`config.mk`:
```
export PLATFORM = sky130hd
export DESIGN_NAME = instr_mem_loader_flat
export DESIGN_NICKNAME = d
export VERILOG_FILES = /design/src/rtl/instr_mem_loader_if.sv /design/src/rtl/instr_mem_loader.sv /design/src/flat_wrapper.sv
export SDC_FILE = /design/constraint.sdc
export NUM_CORES = 1
export LEC_CHECK = 0
export CORE_ASPECT_RATIO = 1.1
export CORE_UTILIZATION = 50
export CTS_CLUSTER_SIZE = 8
export DETAILED_ROUTE_END_ITERATION = 6
export GPL_TIMING_DRIVEN = 0
export PLACE_DENSITY = 0.79
export SLEW_MARGIN = 10
export SYNTH_ARGS = -nofsm -noshare
export SYNTH_HDL_FRONTEND = slang
export SYNTH_SLANG_ARGS = --single-unit
```
`constraint.sdc`:
```
create_clock -name clk -period 2.4 [get_ports clk]
set_input_delay 0.24 -clock clk [delete_from_list [all_inputs] [get_ports clk]]
set_output_delay 0.24 -clock clk [all_outputs]
set_load 0.005 [all_outputs]
```
`src/rtl/instr_mem_loader_if.sv`:
```
// Bundle of signals between the boot/download path, the loader and the memory write port.
// The master side drives the word stream and session control; the slave side is the loader.
interface instr_mem_loader_if #(
    parameter int ADDRESS_WIDTH = 16,
    parameter int DATA_WIDTH    = 32
);
    logic                     start;
    logic [ADDRESS_WIDTH-1:0] base_addr;
    logic                     in_valid;
    logic [DATA_WIDTH-1:0]    in_data;
    logic                     in_last;
    logic                     in_ready;
    logic                     mem_we;
    logic [ADDRESS_WIDTH-1:0] mem_addr;
    logic [7:0]               mem_wdata;
    logic                     busy;
    logic                     done;
    logic [ADDRESS_WIDTH-1:0] words_written;

    modport master (
        output start, base_addr, in_valid, in_data, in_last,
        input  in_ready, mem_we, mem_addr, mem_wdata, busy, done, words_written
    );

    modport slave (
        input  start, base_addr, in_valid, in_data, in_last,
        output in_ready, mem_we, mem_addr, mem_wdata, busy, done, words_written
    );
endinterface

```
`src/rtl/instr_mem_loader.sv`:
```
// Streams 32-bit instruction words into a byte-wide memory write port, big-endian,
// four registered byte writes per accepted word.
module instr_mem_loader #(
    parameter int ADDRESS_WIDTH = 16,
    parameter int DATA_WIDTH    = 32
) (
    input  logic               clk,
    input  logic               rst,
    instr_mem_loader_if.slave  bus
);
    localparam int AW = ADDRESS_WIDTH;

    typedef enum logic [1:0] {
        S_IDLE,
        S_ACCEPT,
        S_WRITE,
        S_DONE
    } state_t;

    state_t                state_q, state_d;
    logic [AW-1:0]         ptr_q, ptr_d;
    logic [DATA_WIDTH-1:0] word_q, word_d;
    logic                  last_q, last_d;
    logic [1:0]            k_q, k_d;
    logic [AW-1:0]         words_q, words_d;
    logic                  mem_we_q, mem_we_d;
    logic [AW-1:0]         mem_addr_q, mem_addr_d;
    logic [7:0]            mem_wdata_q, mem_wdata_d;

    // Byte lanes of the latched word, lane 0 is the most significant byte.
    logic [7:0] word_bytes [4];
    for (genvar gi = 0; gi < 4; gi++) begin : g_lane
        assign word_bytes[gi] = word_q[DATA_WIDTH-1-8*gi -: 8];
    end

    always_comb begin
        state_d     = state_q;
        ptr_d       = ptr_q;
        word_d      = word_q;
        last_d      = last_q;
        k_d         = k_q;
        words_d     = words_q;
        mem_we_d    = 1'b0;
        mem_addr_d  = mem_addr_q;
        mem_wdata_d = mem_wdata_q;
        case (state_q)
            S_IDLE: begin
                if (bus.start) begin
                    ptr_d   = bus.base_addr & ~AW'(3);
                    words_d = '0;
                    state_d = S_ACCEPT;
                end
            end
            S_ACCEPT: begin
                // The first byte is staged on the handshake edge so writes start at h+1.
                if (bus.in_valid) begin
                    word_d      = bus.in_data;
                    last_d      = bus.in_last;
                    k_d         = 2'd0;
                    mem_we_d    = 1'b1;
                    mem_addr_d  = ptr_q;
                    mem_wdata_d = bus.in_data[DATA_WIDTH-1 -: 8];
                    state_d     = S_WRITE;
                end
            end
            S_WRITE: begin
                if (k_q != 2'd3) begin
                    k_d         = k_q + 2'd1;
                    mem_we_d    = 1'b1;
                    mem_addr_d  = ptr_q + AW'(k_d);
                    mem_wdata_d = word_bytes[k_d];
                end else begin
                    ptr_d   = ptr_q + AW'(4);
                    words_d = words_q + AW'(1);
                    state_d = last_q ? S_DONE : S_ACCEPT;
                end
            end
            S_DONE: begin
                state_d = S_IDLE;
            end
            default: begin
                state_d = S_IDLE;
            end
        endcase
    end

    always_ff @(posedge clk) begin
        if (rst) begin
            state_q     <= S_IDLE;
            ptr_q       <= '0;
            word_q      <= '0;
            last_q      <= 1'b0;
            k_q         <= 2'd0;
            words_q     <= '0;
            mem_we_q    <= 1'b0;
            mem_addr_q  <= '0;
            mem_wdata_q <= '0;
        end else begin
            state_q     <= state_d;
            ptr_q       <= ptr_d;
            word_q      <= word_d;
            last_q      <= last_d;
            k_q         <= k_d;
            words_q     <= words_d;
            mem_we_q    <= mem_we_d;
            mem_addr_q  <= mem_addr_d;
            mem_wdata_q <= mem_wdata_d;
        end
    end

    assign bus.in_ready      = (state_q == S_ACCEPT);
    assign bus.busy          = (state_q == S_ACCEPT) || (state_q == S_WRITE);
    assign bus.done          = (state_q == S_DONE);
    assign bus.mem_we        = mem_we_q;
    assign bus.mem_addr      = mem_addr_q;
    assign bus.mem_wdata     = mem_wdata_q;
    assign bus.words_written = words_q;
endmodule
```
`src/flat_wrapper.sv`:
```
// flat-port wrapper written by rule: the top's interface ports become plain ports
module instr_mem_loader_flat 
#(
    parameter int ADDRESS_WIDTH = 16,
    parameter int DATA_WIDTH    = 32
)
  (clk, rst, bus_start, bus_base_addr, bus_in_valid, bus_in_data, bus_in_last, bus_in_ready, bus_mem_we, bus_mem_addr, bus_mem_wdata, bus_busy, bus_done, bus_words_written);
  instr_mem_loader_if #(.ADDRESS_WIDTH(ADDRESS_WIDTH), .DATA_WIDTH(DATA_WIDTH)) bus_i ();
  input  logic clk;
  input  logic rst;
  input wire logic [$bits(bus_i.start)-1:0] bus_start;
  input wire logic [$bits(bus_i.base_addr)-1:0] bus_base_addr;
  input wire logic [$bits(bus_i.in_valid)-1:0] bus_in_valid;
  input wire logic [$bits(bus_i.in_data)-1:0] bus_in_data;
  input wire logic [$bits(bus_i.in_last)-1:0] bus_in_last;
  output wire logic [$bits(bus_i.in_ready)-1:0] bus_in_ready;
  output wire logic [$bits(bus_i.mem_we)-1:0] bus_mem_we;
  output wire logic [$bits(bus_i.mem_addr)-1:0] bus_mem_addr;
  output wire logic [$bits(bus_i.mem_wdata)-1:0] bus_mem_wdata;
  output wire logic [$bits(bus_i.busy)-1:0] bus_busy;
  output wire logic [$bits(bus_i.done)-1:0] bus_done;
  output wire logic [$bits(bus_i.words_written)-1:0] bus_words_written;
  assign bus_i.start = bus_start;
  assign bus_i.base_addr = bus_base_addr;
  assign bus_i.in_valid = bus_in_valid;
  assign bus_i.in_data = bus_in_data;
  assign bus_i.in_last = bus_in_last;
  assign bus_in_ready = bus_i.in_ready;
  assign bus_mem_we = bus_i.mem_we;
  assign bus_mem_addr = bus_i.mem_addr;
  assign bus_mem_wdata = bus_i.mem_wdata;
  assign bus_busy = bus_i.busy;
  assign bus_done = bus_i.done;
  assign bus_words_written = bus_i.words_written;
  instr_mem_loader #(.ADDRESS_WIDTH(ADDRESS_WIDTH), .DATA_WIDTH(DATA_WIDTH)) u_core (.clk(clk), .rst(rst), .bus(bus_i));
endmodule
```
# Yosys cells after proc, flatten, opt, wreduce, memory -nomap -nowiden
# Index checks and enable logic that the tools add are counted.
# totals
reg_bits,94
in_bits,53
elab_cells,57
# op_classes
n_addsub,4
n_lt_le_gt_ge,1
eq_ne,8
n_mux,26
n_bitwise,1
n_reduce_logical,8
# op_table
op,count
$mux 16,6
$pmux 16 s2,3
$mux 8,4
$add 16x1->16 const B,1
$add 16x2->16,1
$add 16x3->16 const B,1
$bmux 8 s2,1
$pmux 8 s2,1
$mux 2,6
$reduce_and 3->1,3
$ne 2x2->1 const B,4
$pmux 2 s4,1
$eq 2x2->1 const B,2
$pmux 2 s2,1
$reduce_bool 2->1,2
$ge 3x3->1 const B,1
$not 2->3,1
$add 2x1->2 const B,1
$eq 2x1->1 const B,1
$logic_not 2->1,1
$mux 1,2
$ne 2x1->1 const B,1
$pmux 1 s2,1
$reduce_and 2->1,1
$logic_or 1x1->1,1

# Logic depth before layout (Yosys ltp)
# depth
ltp_word,7
mapped_depth,9
depth_no_buf,6

# Worst setup path before layout
# OpenSTA, ideal clock, no wires.
# synth_path
path_type,flip-flop to flip-flop
start,register u_core.state_q[0]
end,"register u_core.words_q[11], in the netlist u_core.bus.words_written[11]"
setup_ns,0.071
arrival_ns,2.069
required_time_ns,2.329
setup_slack_ns,0.260
path_stages_with_launch,10
synth_period_minus_slack_ns,2.140
cell_sequence,dfxtp_1 inv_1 ha_1 buf_6 nor2b_4 buf_6 or4_4 buf_6 or3_1 a21oi_1
# synth_between
elab_chain_cells,3
word_cells_on_any_way,7
# synth_lines
item,line,text
from (decl),instr_mem_loader.sv:20,"state_t state_q, state_d;"
from (signal assigned),instr_mem_loader.sv:99,state_q <= state_d;
$eq 2x2->1 or $logic_not 2->1 (tied branches),instr_mem_loader.sv:46,case (state_q)
$ne 2x2->1 (no source line) or $reduce_bool 2->1 (tied branches),-,
$reduce_and 3->1 (no source line),-,
to (signal assigned),instr_mem_loader.sv:104,words_q <= words_d;
to (decl),instr_mem_loader.sv:25,"logic [AW-1:0] words_q, words_d;"
# Parallel ways exist; a longest one is shown, timed or not.
# A chain may end at the register's enable or synchronous reset.

# Worst setup path in the final report
# Same ends and word-level chain as after synthesis.

==> results.py <==
metrics = {
    "setup_path": {
        "r2r_cells": 9,
        "arrival_ps": 2550,
        "start_kind": "flop",
        "crit_type": "reg2reg",
        "rrSetupSlack_ps": 150,
        "critPathRequiredTime_ps": 2700,
        "cp_max_fo": 10,
        "end_kind": "flop",
    },
    "die": {
        "core_area_um2": 8320,
        "die_y_um": 98.97,
        "die_area_um2": 8923,
        "chipWidth_um": 90.16,
        "num_rows": 35,
        "start_util_pct": 51.37,
        "ios": 97,
    },
    "power_and_ir_drop": {
        "pwr_density_cell_nw_per_um2": 967.4,
        "vdd_ir_drop_max_mv": 0.5210,
        "total_leakage_power_nw": 1.825,
    },
    "global_routing": {
        "antenna_found_initial": 0,
        "grtUsageTotal_pct": 27.69,
        "grt_max_degree": 18,
        "overflow": 0,
        "grt_pass1_wl_mm": 19.53,
        "grt_pass1_vias": 4065,
    },
    "synth": {
        "synth_top_area_cell": "dfxtp_1",
        "syn_nets": 584,
        "synth_top_flop_cell": "dfxtp_1",
        "ys_async_sr_fraction_pct": 0,
        "synth_edf_count": 0,
        "synth_area_leaders": "dfxtp_1 43%, nand2_1 9.7%, a21oi_1 8.3%",
        "synth_area_um2": 4274,
        "yosys_warnings": 0,
        "yosysUniqueCellTypes": 47,
        "synth.avg_cell_area_um2": 8.172,
        "ys_seq_area_share_pct": 43.09,
        "postSynthCellCount": 523,
        "synth_top_area_share_pct": 43.09,
        "synth_seq_cells": 92,
    },
    "final_layout": {
        "syn_to_final_growth_pct": 29.68,
        "insertedDiodeCount": 0,
        "final_cell_mix": "111 x nand2_1, 93 x clkdlybuf4s50_1, 91 x dfxtp_1",
        "fill_cells": 723,
        "final_area_um2": 5543,
        "layout_commonest_cell": "nand2_1",
        "drive_gt1_share_pct": 6.646,
        "final_nets": 688,
    },
    "clock_tree": {
        "clock_sinks": 92,
        "cts.htree.levels": 3,
        "clk_latency_ps": 370,
        "ctsLongestPathBuffers": 2,
        "clk_pin_slew_worst_paths_ps": 100,
        "cts_tree": "built",
        "cts_buffers": 9,
        "cts-root-buf": "clkbuf_8",
    },
    "drt": {
        "totalWireLength_mm": 12.03,
        "first_iter_violations": 267,
        "ant_nets": 0,
        "route.detailed.drc": 0,
        "drt-wirelength-per-cell_um": 16.18,
        "firstDrtPassIters": 5,
        "vias": 4248,
        "via_per_inst": 5.717,
    },
    "timing": {
        "min_period_ps": 2250,
        "setup_viol": 0,
        "tightest_slew_ps": 669.0,
        "clock_skew_ps": 11.27,
        "fin_hold_ws_ps": 288.6,
        "grt_setup_unrepaired": "no",
        "slew_viol_final": 0,
        "relSlewSlack_pct": 55.40,
        "max_freq_ghz": 0.4444,
        "post-route-period-util_pct": 93.76,
        "finalHoldViolCount": 0,
    },
    "placement": {
        "dp_hpwl_mm": 8.683,
        "port_buffers": 93,
        "placed_area_um2": 5344,
        "gp_congestion": 0.8894,
    },
    "worst_hold_path": {
        "hold_path.class": "in2reg",
        "hold_depth": 2,
    },
    "run": {
        "drv_cap": 0,
    },
    "status": {
        "outcome": "finished clean",
    },
}
cell families after synthesis:
logic type	Yosys count	share of synthesized area (%)
AOI/OAI and AO/OA	130	17.98
xor gates and xnor gates	12	2.459
adders and majority gates	8	2.342
buffers and inverters	45	4.596
DFF	92	43.09
muxes	10	4.742
other	1	0.08774
and+or+nand+nor	225	24.71
final cells by class:
type	count	area, um2	area share, %
Timing Repair Buffer	94	938.4	16.93
Tap cell	111	138.9	2.506
Sequential cell	92	1843	33.25
Buffer	38	173.9	3.138
Clock inverter	7	58.81	1.061
Multi-Input combinational cell	386	2243	40.47
Clock buffer	9	123.9	2.235
Inverter	6	22.52	0.4063
sequential cells by signal, summed over array words and instances, names as in the netlist:
| register | flops |
|---|---|
| u_core.bus.words_written | 16 |
| u_core.bus.mem_we | 1 |
| u_core.state_q | 2 |
| u_core.bus.mem_wdata | 8 |
| u_core.k_q | 2 |
| u_core.word_bytes | 32 |
| u_core.ptr_q | 14 |
| u_core.last_q | 1 |
| u_core.bus.mem_addr | 16 |
worst paths after layout:
path                                           from                                   endpoint
setup reg to reg     u_core.state_q[0]$_SDFFE_PP0P_  u_core.bus.words_written[11]$_SDFFE_PP0P_
hold / removal                                  rst              u_core.ptr_q[12]$_SDFFE_PP0P_
setup / recovery     u_core.state_q[0]$_SDFFE_PP0P_  u_core.bus.words_written[11]$_SDFFE_PP0P_
hold reg to reg   u_core.word_bytes[4]$_SDFFE_PP0P_          u_core.word_bytes[4]$_SDFFE_PP0P_
critical path: stages (launching register included):
cell and delay, ps:
dfxtp_2 380, inv_1 70, ha_1 200, buf_6 130, nor2b_4 120, buf_6 140, or4_4 540, buf_6 160
or3_1 300, a21oi_1 150
cell usage after synthesis (4+ instances only):
| master | n |
|---|---|
| or4_1 | 5 |
| a21oi_1 | 71 |
| and3_1 | 4 |
| ha_1 | 8 |
| xnor2_1 | 5 |
| clkbuf_1 | 30 |
| nand2b_1 | 6 |
| a211oi_1 | 19 |
| buf_2 | 4 |
| xor2_1 | 7 |
| o31ai_1 | 5 |
| and2_1 | 4 |
| nand2_1 | 111 |
| nand4_1 | 12 |
| nor2_1 | 32 |
| dfxtp_1 | 92 |
| and4_1 | 4 |
| o21ai_0 | 14 |
| mux4_2 | 8 |
| or3_1 | 10 |
| inv_1 | 6 |
| nor3_1 | 8 |
| a31oi_1 | 6 |
| nand3_1 | 16 |
where the power goes:
| part | internal, mW | leakage (nW) | total, mW | switching [mW] |
|---|---|---|---|---|
| Sequential | 1.88 | 0.750 | 2.16 | 0.284 |
| Combinational | 0.978 | 0.995 | 2.21 | 1.23 |
| Clock | 0.388 | 0.0800 | 0.990 | 0.601 |
| Total | 3.25 | 1.83 | 5.36 | 2.11 |
timing repair:
item | 4_1_cts | 5_1_grt
resized for setup | 1 | 4
buffers inserted | 1 | 0
hold buffers | 0 | 0
endpoints found under the hold margin | 0 | 0
setup endpoints to repair | 11 | 13
pin swaps | 1 | 0
routing by layer:
layer / vias to the layer above / part of all wire, % / GRT usage (%)
li1: 2067 / - / -
met1: 1965 / 40 / 32.52
met2: 171 / 50 / 48.62
met3: 45 / 6.3 / 5.247
met4: 0 / 3.1 / 13.40
met5: - / 0 / 0
per-stage QoR:
step | TNS [ps] | total power [mW] | worst slack (ps) | util [%] | std cells
final | 0 | 5.362 | 149.7 | 66.62 | 743
after global routing | 0 | 5.691 | 36.48 | 66.62 | 743
after CTS | 0 | 5.335 | 18.49 | 66.53 | 744
after detailed placement | -1682 | 4.336 | -205.8 | 64.23 | 727
after global placement | -1188 | 4.268 | -122.2 | 64.23 | 727
after floorplan | 0 | 3.420 | 260.5 | - | 523
(Power assumes the default switching activity.)
